===== src/rtl/datapath_pkg.sv =====
// datapath_pkg: shared definitions for the two-stage EX -> WB datapath.
//   alu_op_t    4-bit ALU opcode type
//   OP_*        opcode encodings
//   IR_*        instruction-word field positions
package datapath_pkg;

  typedef logic [3:0] alu_op_t;

  localparam alu_op_t OP_ADD  = 4'b0000;
  localparam alu_op_t OP_SUB  = 4'b0001;
  localparam alu_op_t OP_AND  = 4'b1000;
  localparam alu_op_t OP_OR   = 4'b1001;
  localparam alu_op_t OP_XOR  = 4'b1010;
  localparam alu_op_t OP_XNOR = 4'b1011;
  localparam alu_op_t OP_SHL  = 4'b1100;
  localparam alu_op_t OP_SHR  = 4'b1101;
  localparam alu_op_t OP_SRA  = 4'b1110;

  localparam int unsigned IR_LIT_SEL  = 30;
  localparam int unsigned IR_OP_LSB   = 26;
  localparam int unsigned IR_RC_LSB   = 21;
  localparam int unsigned IR_RA_LSB   = 16;
  localparam int unsigned IR_RB_LSB   = 11;
  localparam int unsigned IR_LIT_LSB  = 0;
  localparam int unsigned REG_FIELD_W = 5;
  localparam int unsigned LIT_W       = 16;

endpackage


===== src/rtl/dp_alu.sv =====
// dp_alu: combinational ALU.
//   a, b  operands (WIDTH bits)
//   op    opcode (alu_op_t); unknown opcodes give 0
//   y     result, modulo 2^WIDTH; shift amount is b[clog2(WIDTH)-1:0]
module dp_alu
  import datapath_pkg::*;
#(
  parameter int unsigned WIDTH = 32
) (
  input  logic [WIDTH-1:0] a,
  input  logic [WIDTH-1:0] b,
  input  alu_op_t          op,
  output logic [WIDTH-1:0] y
);

  localparam int unsigned SHW = $clog2(WIDTH);

  logic [SHW-1:0] sh;
  assign sh = b[SHW-1:0];

  always_comb begin
    y = '0;
    case (op)
      OP_ADD:  y = a + b;
      OP_SUB:  y = a - b;
      OP_AND:  y = a & b;
      OP_OR:   y = a | b;
      OP_XOR:  y = a ^ b;
      OP_XNOR: y = ~(a ^ b);
      OP_SHL:  y = a << sh;
      OP_SHR:  y = a >> sh;
      OP_SRA:  y = $signed(a) >>> sh;
      default: y = '0;
    endcase
  end

endmodule


===== src/rtl/pipelined_datapath.sv =====
// pipelined_datapath: two-stage (EX -> WB) datapath with register file,
// ALU and literal sign-extension.
//   clk, rst_n          clock, async active-low reset
//   in_valid/in_ready   instruction handshake (transfer = in_valid & in_ready)
//   ir                  [30] lit sel, [29:26] op, [25:21] Rc, [20:16] Ra,
//                       [15:11] Rb, [15:0] literal
//   ext_data, ext_sel   external write data / select it instead of the ALU
//   wb_valid/addr/data  registered write-back, retired at the next edge
//   dbg_addr/dbg_data   unbypassed combinational regfile read
// Build option: DATAPATH_BYPASS_EN forwards wb_data into the operands on a
// RAW hazard; without it the hazarding instruction stalls for one cycle.
module pipelined_datapath
  import datapath_pkg::*;
#(
  parameter int unsigned WIDTH = 32,
  parameter int unsigned NREGS = 32
) (
  input  logic             clk,
  input  logic             rst_n,
  input  logic             in_valid,
  output logic             in_ready,
  input  logic [31:0]      ir,
  input  logic [WIDTH-1:0] ext_data,
  input  logic             ext_sel,
  output logic             wb_valid,
  output logic [4:0]       wb_addr,
  output logic [WIDTH-1:0] wb_data,
  input  logic [4:0]       dbg_addr,
  output logic [WIDTH-1:0] dbg_data
);

  localparam int unsigned AW = $clog2(NREGS);

  logic [WIDTH-1:0] regs [NREGS];

  logic             litSel;
  alu_op_t          op;
  logic [AW-1:0]    raIdx, rbIdx, wbIdx, dbgIdx;
  logic [WIDTH-1:0] lit, regA, regB, opA, opB, aluY, result;
  logic             matchA, matchB, hazard, xfer;
  logic             unusedBits;

  assign litSel = ir[IR_LIT_SEL];
  assign op     = ir[IR_OP_LSB +: 4];
  assign raIdx  = ir[IR_RA_LSB +: AW];
  assign rbIdx  = ir[IR_RB_LSB +: AW];
  assign wbIdx  = wb_addr[AW-1:0];
  assign dbgIdx = dbg_addr[AW-1:0];
  assign lit    = WIDTH'($signed(ir[IR_LIT_LSB +: LIT_W]));

  assign unusedBits = ^{ir[31], ir[IR_RA_LSB +: REG_FIELD_W],
                        ir[IR_RB_LSB +: REG_FIELD_W], dbg_addr, wb_addr};

  // Addresses are truncated to AW bits; slots beyond NREGS read as 0.
  assign regA     = (32'(raIdx)  < NREGS) ? regs[raIdx]  : '0;
  assign regB     = (32'(rbIdx)  < NREGS) ? regs[rbIdx]  : '0;
  assign dbg_data = (32'(dbgIdx) < NREGS) ? regs[dbgIdx] : '0;

  // The regfile is written at the edge after wb_valid rises, so an
  // instruction reading the in-flight Rc would see the stale value.
  assign matchA = wb_valid & (wbIdx == raIdx);
  assign matchB = wb_valid & ~litSel & (wbIdx == rbIdx);
  assign hazard = in_valid & ~ext_sel & (matchA | matchB);

`ifdef DATAPATH_BYPASS_EN
  assign in_ready = 1'b1;
  assign opA      = matchA ? wb_data : regA;
  assign opB      = litSel ? lit : (matchB ? wb_data : regB);
`else
  assign in_ready = ~hazard;
  assign opA      = regA;
  assign opB      = litSel ? lit : regB;
`endif

  assign xfer = in_valid & in_ready;

  dp_alu #(.WIDTH(WIDTH)) uAlu (
    .a  (opA),
    .b  (opB),
    .op (op),
    .y  (aluY)
  );

  assign result = ext_sel ? ext_data : aluY;

  always_ff @(posedge clk or negedge rst_n) begin
    if (!rst_n) begin
      wb_valid <= 1'b0;
      wb_addr  <= '0;
      wb_data  <= '0;
    end else begin
      wb_valid <= xfer;
      if (xfer) begin
        wb_addr <= ir[IR_RC_LSB +: REG_FIELD_W];
        wb_data <= result;
      end
    end
  end

  always_ff @(posedge clk or negedge rst_n) begin
    if (!rst_n) begin
      for (int unsigned i = 0; i < NREGS; i++) regs[i] <= '0;
    end else if (wb_valid && (32'(wbIdx) < NREGS)) begin
      regs[wbIdx] <= wb_data;
    end
  end

endmodule


===== config.mk =====
export PLATFORM = sky130hd
export DESIGN_NAME = pipelined_datapath
export DESIGN_NICKNAME = d
export VERILOG_FILES = /design/src/rtl/datapath_pkg.sv /design/src/rtl/dp_alu.sv /design/src/rtl/pipelined_datapath.sv
export SDC_FILE = /design/constraint.sdc
export NUM_CORES = 2
export LEC_CHECK = 0
export CAP_MARGIN = 15
export CORE_ASPECT_RATIO = 1.2
export CORE_MARGIN = 2
export CORE_UTILIZATION = 50
export CTS_CLUSTER_SIZE = 28
export DETAILED_ROUTE_END_ITERATION = 6
export MAX_ROUTING_LAYER = met4
export PLACE_DENSITY = 0.66
export SYNTH_ARGS = -nofsm -noshare
export SYNTH_HDL_FRONTEND = slang
export SYNTH_SLANG_ARGS = --single-unit

===== constraint.sdc =====
create_clock -name clk -period 6.87 [get_ports clk]
set_clock_uncertainty 0.2 [all_clocks]
set_input_delay 0.687 -clock clk [delete_from_list [all_inputs] [get_ports clk]]
set_output_delay 0.687 -clock clk [all_outputs]
set_load 0.01 [all_outputs]

# ---- After elaboration in Yosys (flattened, before gate mapping)
# Cells that the tools add are included.
dict set report totals {
  inputBits 73
  wordCells 90
  ff_bits 1062
}
dict set report op_classes {
  reduce_logical 2
  order_cmp 5
  muxes 15
  shifts 3
  eq_ne 10
  bitwise 18
  add_sub_neg 2
}
# operator count
set op_table {}
lappend op_table {{1024-bit bitwise mux} 1}
lappend op_table {{32-bit binary-select mux with 5-bit select} 3}
lappend op_table {{32-bit 2-to-1 mux} 9}
lappend op_table {{32-bit case mux with 9 select lines} 1}
lappend op_table {{32-bit demux with 5-bit select} 1}
lappend op_table {{32-bit adder} 1}
lappend op_table {{32-bit AND} 1}
lappend op_table {{32-bit NOT} 1}
lappend op_table {{32-bit OR} 1}
lappend op_table {{32-bit by 5-bit left shift with 32-bit output} 1}
lappend op_table {{32-bit by 5-bit right shift with 32-bit output} 1}
lappend op_table {{32-bit by 5-bit >>> shifter with 32-bit output} 1}
lappend op_table {{32-bit subtractor} 1}
lappend op_table {{32-bit bitwise XOR} 1}
lappend op_table {{4-bit equality test, second input constant} 7}
lappend op_table {{6-bit greater-or-equal comparator, second input constant} 4}
lappend op_table {{5-bit NOT with 6-bit output} 4}
lappend op_table {{5-bit equality test} 2}
lappend op_table {{1-bit AND} 6}
lappend op_table {{6-bit by 1-bit less-than comparator with 1-bit output, second input constant} 1}
lappend op_table {{4-bit by 1-bit equality test with 1-bit output, second input constant} 1}
lappend op_table {{4-bit logical NOT} 1}
lappend op_table {{1-bit NOT} 3}
lappend op_table {{1-bit logical AND} 1}
lappend op_table {{1-bit OR} 1}

# ---- Longest topological paths before layout
dict set report depth {
  ltp_word 9
  ltp_mapped 31
  mapped_depth_nobuf 20
}

# ---- Modules after synthesis
# Synthesis repeated with hierarchy kept, for this count alone.
dict set report unflattened {
  cells_unflattened 5401
  hier_area_um2 73364.1
}
# mod area_each_um2 seq_area_each_um2 n_inst cells_each
set by_module_without_submodules {}
lappend by_module_without_submodules {pipelined_datapath 64589.4 26575.5 1 4160}
lappend by_module_without_submodules {dp_alu 8774.7 0.0 1 1241}

# ---- Worst setup path after synthesis
# No wires, ideal clock.
dict set report synth_path {
  path_type {input to register}
  from {in ir[13]}
  to {reg wb_data[27]}
  t_required_ns 6.536
  arrival_ns 6.635
  path_slack_ns -0.099
  path_stages 28
  path_cell_list {buf_2 -> buf_2 -> buf_2 -> buf_1 -> mux4_2 -> a22o_1 -> o21ai_0 -> and3_1 -> buf_2 -> buf_2 -> buf_2 -> buf_1 -> ha_1 -> nand2_1 -> or3_4 -> nand2b_4 -> o21ai_0 -> xnor2_1 -> ha_1 -> a21o_1 -> a21o_1 -> a221o_1 -> a21o_1 -> o41ai_1 -> o21bai_1 -> xor2_1 -> a2111oi_0 -> a21oi_1}
}
dict set report synth_between {
  elab_chain_cells 9
}
# item line
set synth_lines {}
lappend synth_lines {{start, declared} pipelined_datapath.sv:22} ;# input logic [31:0] ir,
lappend synth_lines {{branches (longest 9 deep; another with 32-bit subtractor)} n/a}
lappend synth_lines {{end signal, assigned} pipelined_datapath.sv:95} ;# wb_data <= result;
lappend synth_lines {{end, declared} pipelined_datapath.sv:27} ;# output logic [WIDTH-1:0] wb_data,
# Several ways; the timed one is not identified. The select of a mux whose other input is x is not followed.
# A chain may end at the register's enable or synchronous reset.

# ---- Final worst setup path
dict set report layout_path {
  from {in ir[11]}
  to {reg wb_data[28]}
}
# The elaborated chain is that of the path after synthesis.

==> run summary <==
===========================================================================
Run status ................................................... finished, violations left
Violations in the final reports ..............................          DRC
Final layout net count .......................................        5,575
EDFF count, synth ............................................            0
Maximum number of pins on one net before global-route repair .          182
Portion of total power attributed to sequential cells ........        0.391
Share of Yosys cell area claimed by the top area cell type ...        0.362
Via count of the first global-routing pass ...................       54,700
Top area cells in the synthesized netlist .................... sky130_fd_sc_hd__dfrtp_1 (36%), sky130_fd_sc_hd__mux4_2 (25%), sky130_fd_sc_hd__mux2_2 (17%), sky130_fd_sc_hd__mux2i_1 (3.7%), sky130_fd_sc_hd__ha_1 (1.8%)
Main flop type after synthesis ............................... sky130_fd_sc_hd__dfrtp_1
CTS tree .....................................................          yes
Number of flip-flops and latches in the synthesized netlist ..        1,062
Switching power ..............................................      6630 µW
Avg Cell Area, Syn ...........................................     13.5 µm²
DRC errors left ..............................................            4
Synth Net Count ..............................................        5,601
DIE HEIGHT ...................................................       423 µm
Number of vias in the routed layout ..........................       54,900
Switching part of the total power ............................        0.321
Detailed placement HPWL ......................................   173,000 µm
Endpoint type of the worst setup path ........................    flip-flop
Cell variety after synth .....................................          104
Placement row count ..........................................          153
Transition time of the tightest slew-check pin ...............      1340 ps
Number of nets with antenna violations after routing .........            0
Wire length reported by the detailed router ..................   278,000 µm
Met3 Routed Length ...........................................    29,900 µm
Commonest cells after routing, fill and taps aside ........... sky130_fd_sc_hd__mux2_2 (1,118), sky130_fd_sc_hd__dfrtp_1 (1,062), sky130_fd_sc_hd__mux4_2 (810), sky130_fd_sc_hd__mux2i_1 (274), sky130_fd_sc_hd__buf_4 (241)
Fmax .........................................................      159 MHz
Area of the die ..............................................  150,000 µm²
Final worst path period need .................................      6300 ps
Total routing resource utilization after global routing ......        0.382
Initial core utilization .....................................        0.505
Data arrival time of the worst path ..........................      6720 ps
Number of detailed-route iterations in the first pass ........            7
Utilization of the core after routing ........................        0.561
Post-Syn Instances ...........................................        5,424
Total of warnings raised by yosys ............................            0
Die outline width ............................................       354 µm
Final setup vio count ........................................            0
Insertion delay to the later sink of the worst-skew pair .....       780 ps
Critical path launch point type .............................. primary input
Fill count ...................................................       11,800
Fraction of layout instances using a drive strength above 1 ..        0.455
Comb pwr share ...............................................        0.283
Synth-to-Final Area Change ...................................        11.1%
Number of primary I/O pins ...................................          144
Clock sinks ..................................................        1,062
Sequential cell area fraction in the yosys report ............        0.362
Number of buffers added by the clock tree synthesis step .....          113
Routability-driven placement congestion ratio ................         1.08
RSZ-0062 raised after global routing .........................        false
Leakage power summed over all cells ..........................    0.0357 µW
Vias per cell ................................................         7.38
Classification of the worst-slack hold path .................. primary input to flip-flop
Fraction of registers with async set/reset ...................         1.00
Final global-route overflow total ............................            0
Routed met2 length ...........................................   126,000 µm
Final hold violation count ...................................            0
Met1 Routed Length ...........................................   103,000 µm
Clock-pin slew on the worst setup and hold paths .............        60 ps
Routed wire per std cell .....................................      37.4 µm
Headroom to the max-slew limit ...............................        0.104
CTS H-tree lvls ..............................................            3
Final cycle utilization of the critical path .................        0.916
Clk network pwr share ........................................        0.326
Power density normalized to cell area ........................   254 nW/µm²
Int Pwr ......................................................    14,000 µW
Largest fanout on the critical path ..........................           39
CP Class ..................................................... primary input to flip-flop
CTS Buffer Depth .............................................            3
Antenna violations before repair .............................            6
Worst hold-check slack .......................................       235 ps
Post-Syn Area ................................................   73,300 µm²
Max IR drop VDD ..............................................     0.226 mV
Core Region ..................................................  145,000 µm²
Total count of max-transition violations in the final report .            0
Leading cell type in the layout, fill and taps excluded ...... sky130_fd_sc_hd__mux2_2
Library cell used as clock root buffer ....................... sky130_fd_sc_hd__clkbuf_16
Number of maximum-capacitance violations .....................            0
Detailed router's first-iteration violation count ............        7,336
Wire length of the first global-routing pass .................   400,000 µm
Cell type with the largest total area after synthesis ........ sky130_fd_sc_hd__dfrtp_1
Count of port buffers added during placement .................          142
Required time at the endpoint of the critical path ...........      7300 ps
Highest signal layer in the routed design ....................         met4
Count of buffers added by post-CTS timing repair for setup ...            0
===========================================================================
worst max-delay path, stage by stage:
cell and delay, ps:
sky130_fd_sc_hd__buf_8 210, sky130_fd_sc_hd__buf_12 320, sky130_fd_sc_hd__mux4_2 550, sky130_fd_sc_hd__a22oi_1 220
sky130_fd_sc_hd__a21oi_1 160, sky130_fd_sc_hd__a2111oi_4 520, sky130_fd_sc_hd__buf_4 230, sky130_fd_sc_hd__nand2_1 80
sky130_fd_sc_hd__o41ai_1 470, sky130_fd_sc_hd__buf_4 190, sky130_fd_sc_hd__xnor2_1 150, sky130_fd_sc_hd__ha_1 290
sky130_fd_sc_hd__a221oi_1 390, sky130_fd_sc_hd__nor2_1 70, sky130_fd_sc_hd__a21oi_1 270, sky130_fd_sc_hd__buf_4 180
sky130_fd_sc_hd__o21a_1 190, sky130_fd_sc_hd__o21ai_0 190, sky130_fd_sc_hd__a221o_1 410, sky130_fd_sc_hd__a21oi_1 200
sky130_fd_sc_hd__mux2i_1 290, sky130_fd_sc_hd__o2111ai_1 150, sky130_fd_sc_hd__o21a_1 240
per-stage QoR:
stage	area, µm²	setup TNS [ps]	power [µW]	setup slack, ps	cells
3_5_place_dp	77300	-18.6	13900	-18.6	7215
2_1_floorplan	73300	0	11800	26.8	5424
6_report	81500	0	20700	574	7437
5_1_grt	81500	0	21400	271	7435
3_3_place_gp	77300	-56.0	13700	-56.0	7215
4_1_cts	81400	0	20600	728	7428
worst paths after layout:
check,slack [ps],cells past startpoint,start,end
setup / recovery,570,23,ir[11],wb_data[28]
hold / removal,240,3,ir[24],wb_addr[3]
setup reg to reg,650,21,regs[137],wb_data[27]
hold reg to reg,340,1,regs[174],regs[174]
max in group asynchronous,4350,4,rst_n,regs[478]
min in group asynchronous,380,2,rst_n,regs[238]
state kept, by name, summed over array words and instances (netlist names):
signal    count
regs       1024
wb_data      32
wb_addr       5
wb_valid      1
cell type report:
type                       count  area, µm²  share of cell area
timing repair buffer         417       3960              0.0486
antenna                        5       12.5            0.000154
inverter                      86        323             0.00396
tap                         1937       2420              0.0297
clock buffer                 161       3340              0.0410
clock inverter                51        686             0.00841
multi-input combinational   3718      44200               0.542
sequential                  1062      26600               0.326
synthesized netlist by cell type, types with 9 or more instances:
| master | number |
|---|---|
| sky130_fd_sc_hd__mux4_1 | 19 |
| sky130_fd_sc_hd__buf_6 | 21 |
| sky130_fd_sc_hd__dfrtp_1 | 1062 |
| sky130_fd_sc_hd__o21ai_0 | 104 |
| sky130_fd_sc_hd__a31oi_1 | 37 |
| sky130_fd_sc_hd__a2111oi_0 | 11 |
| sky130_fd_sc_hd__ha_1 | 103 |
| sky130_fd_sc_hd__nand2_1 | 224 |
| sky130_fd_sc_hd__a21o_1 | 26 |
| sky130_fd_sc_hd__o211ai_1 | 23 |
| sky130_fd_sc_hd__nand4_1 | 14 |
| sky130_fd_sc_hd__or3_1 | 9 |
| sky130_fd_sc_hd__buf_1 | 113 |
| sky130_fd_sc_hd__a22o_1 | 19 |
| sky130_fd_sc_hd__a22oi_1 | 83 |
| sky130_fd_sc_hd__o31ai_1 | 9 |
| sky130_fd_sc_hd__xor2_1 | 34 |
| sky130_fd_sc_hd__and2_1 | 15 |
| sky130_fd_sc_hd__xnor2_1 | 62 |
| sky130_fd_sc_hd__mux4_2 | 810 |
| sky130_fd_sc_hd__o221ai_1 | 14 |
| sky130_fd_sc_hd__mux2i_1 | 274 |
| sky130_fd_sc_hd__clkbuf_1 | 314 |
| sky130_fd_sc_hd__buf_4 | 19 |
| sky130_fd_sc_hd__nor3_1 | 15 |
| sky130_fd_sc_hd__nand2b_1 | 14 |
| sky130_fd_sc_hd__nor3b_1 | 10 |
| sky130_fd_sc_hd__a221o_1 | 11 |
| sky130_fd_sc_hd__a21oi_1 | 165 |
| sky130_fd_sc_hd__nor2b_1 | 18 |
| sky130_fd_sc_hd__a221oi_1 | 32 |
| sky130_fd_sc_hd__nor2_1 | 170 |
| sky130_fd_sc_hd__o22ai_1 | 27 |
| sky130_fd_sc_hd__o21a_1 | 10 |
| sky130_fd_sc_hd__inv_1 | 80 |
| sky130_fd_sc_hd__and3_1 | 10 |
| sky130_fd_sc_hd__nand3_1 | 49 |
| sky130_fd_sc_hd__a211oi_1 | 49 |
| sky130_fd_sc_hd__mux2_2 | 1118 |
| sky130_fd_sc_hd__buf_2 | 81 |
kinds of logic after synthesis:
group,synth area share
buffers and inverters,0.0392
AOI/OAI and AO/OA,0.0668
DFF,0.362
xor gates and xnor gates,0.0115
and+or+nand+nor,0.0376
adders and majority gates,0.0178
muxes,0.465
timing repair:
action                    CTS  global route
hold endpoints to repair   87             0
hold buffers                1             0
resized for setup           0             0
power groups by stage:
stage | sequential [µW] | clock (µW) | combinational (µW)
after CTS | 8050 | 6780 | 5730
after global placement | 8070 | 0 | 5620
after global routing | 8200 | 7040 | 6130
after floorplan | 7840 | 0 | 4000
after detailed placement | 8150 | 0 | 5700
final | 8080 | 6740 | 5860
layer usage:
layer | GRT usage | up-vias
li1 | - | 21400
met1 | 0.488 | 29000
met2 | 0.559 | 3619
met3 | 0.0884 | 949
met4 | 0.223 | 0
met5 | - | -
(Power assumes the default switching activity.)
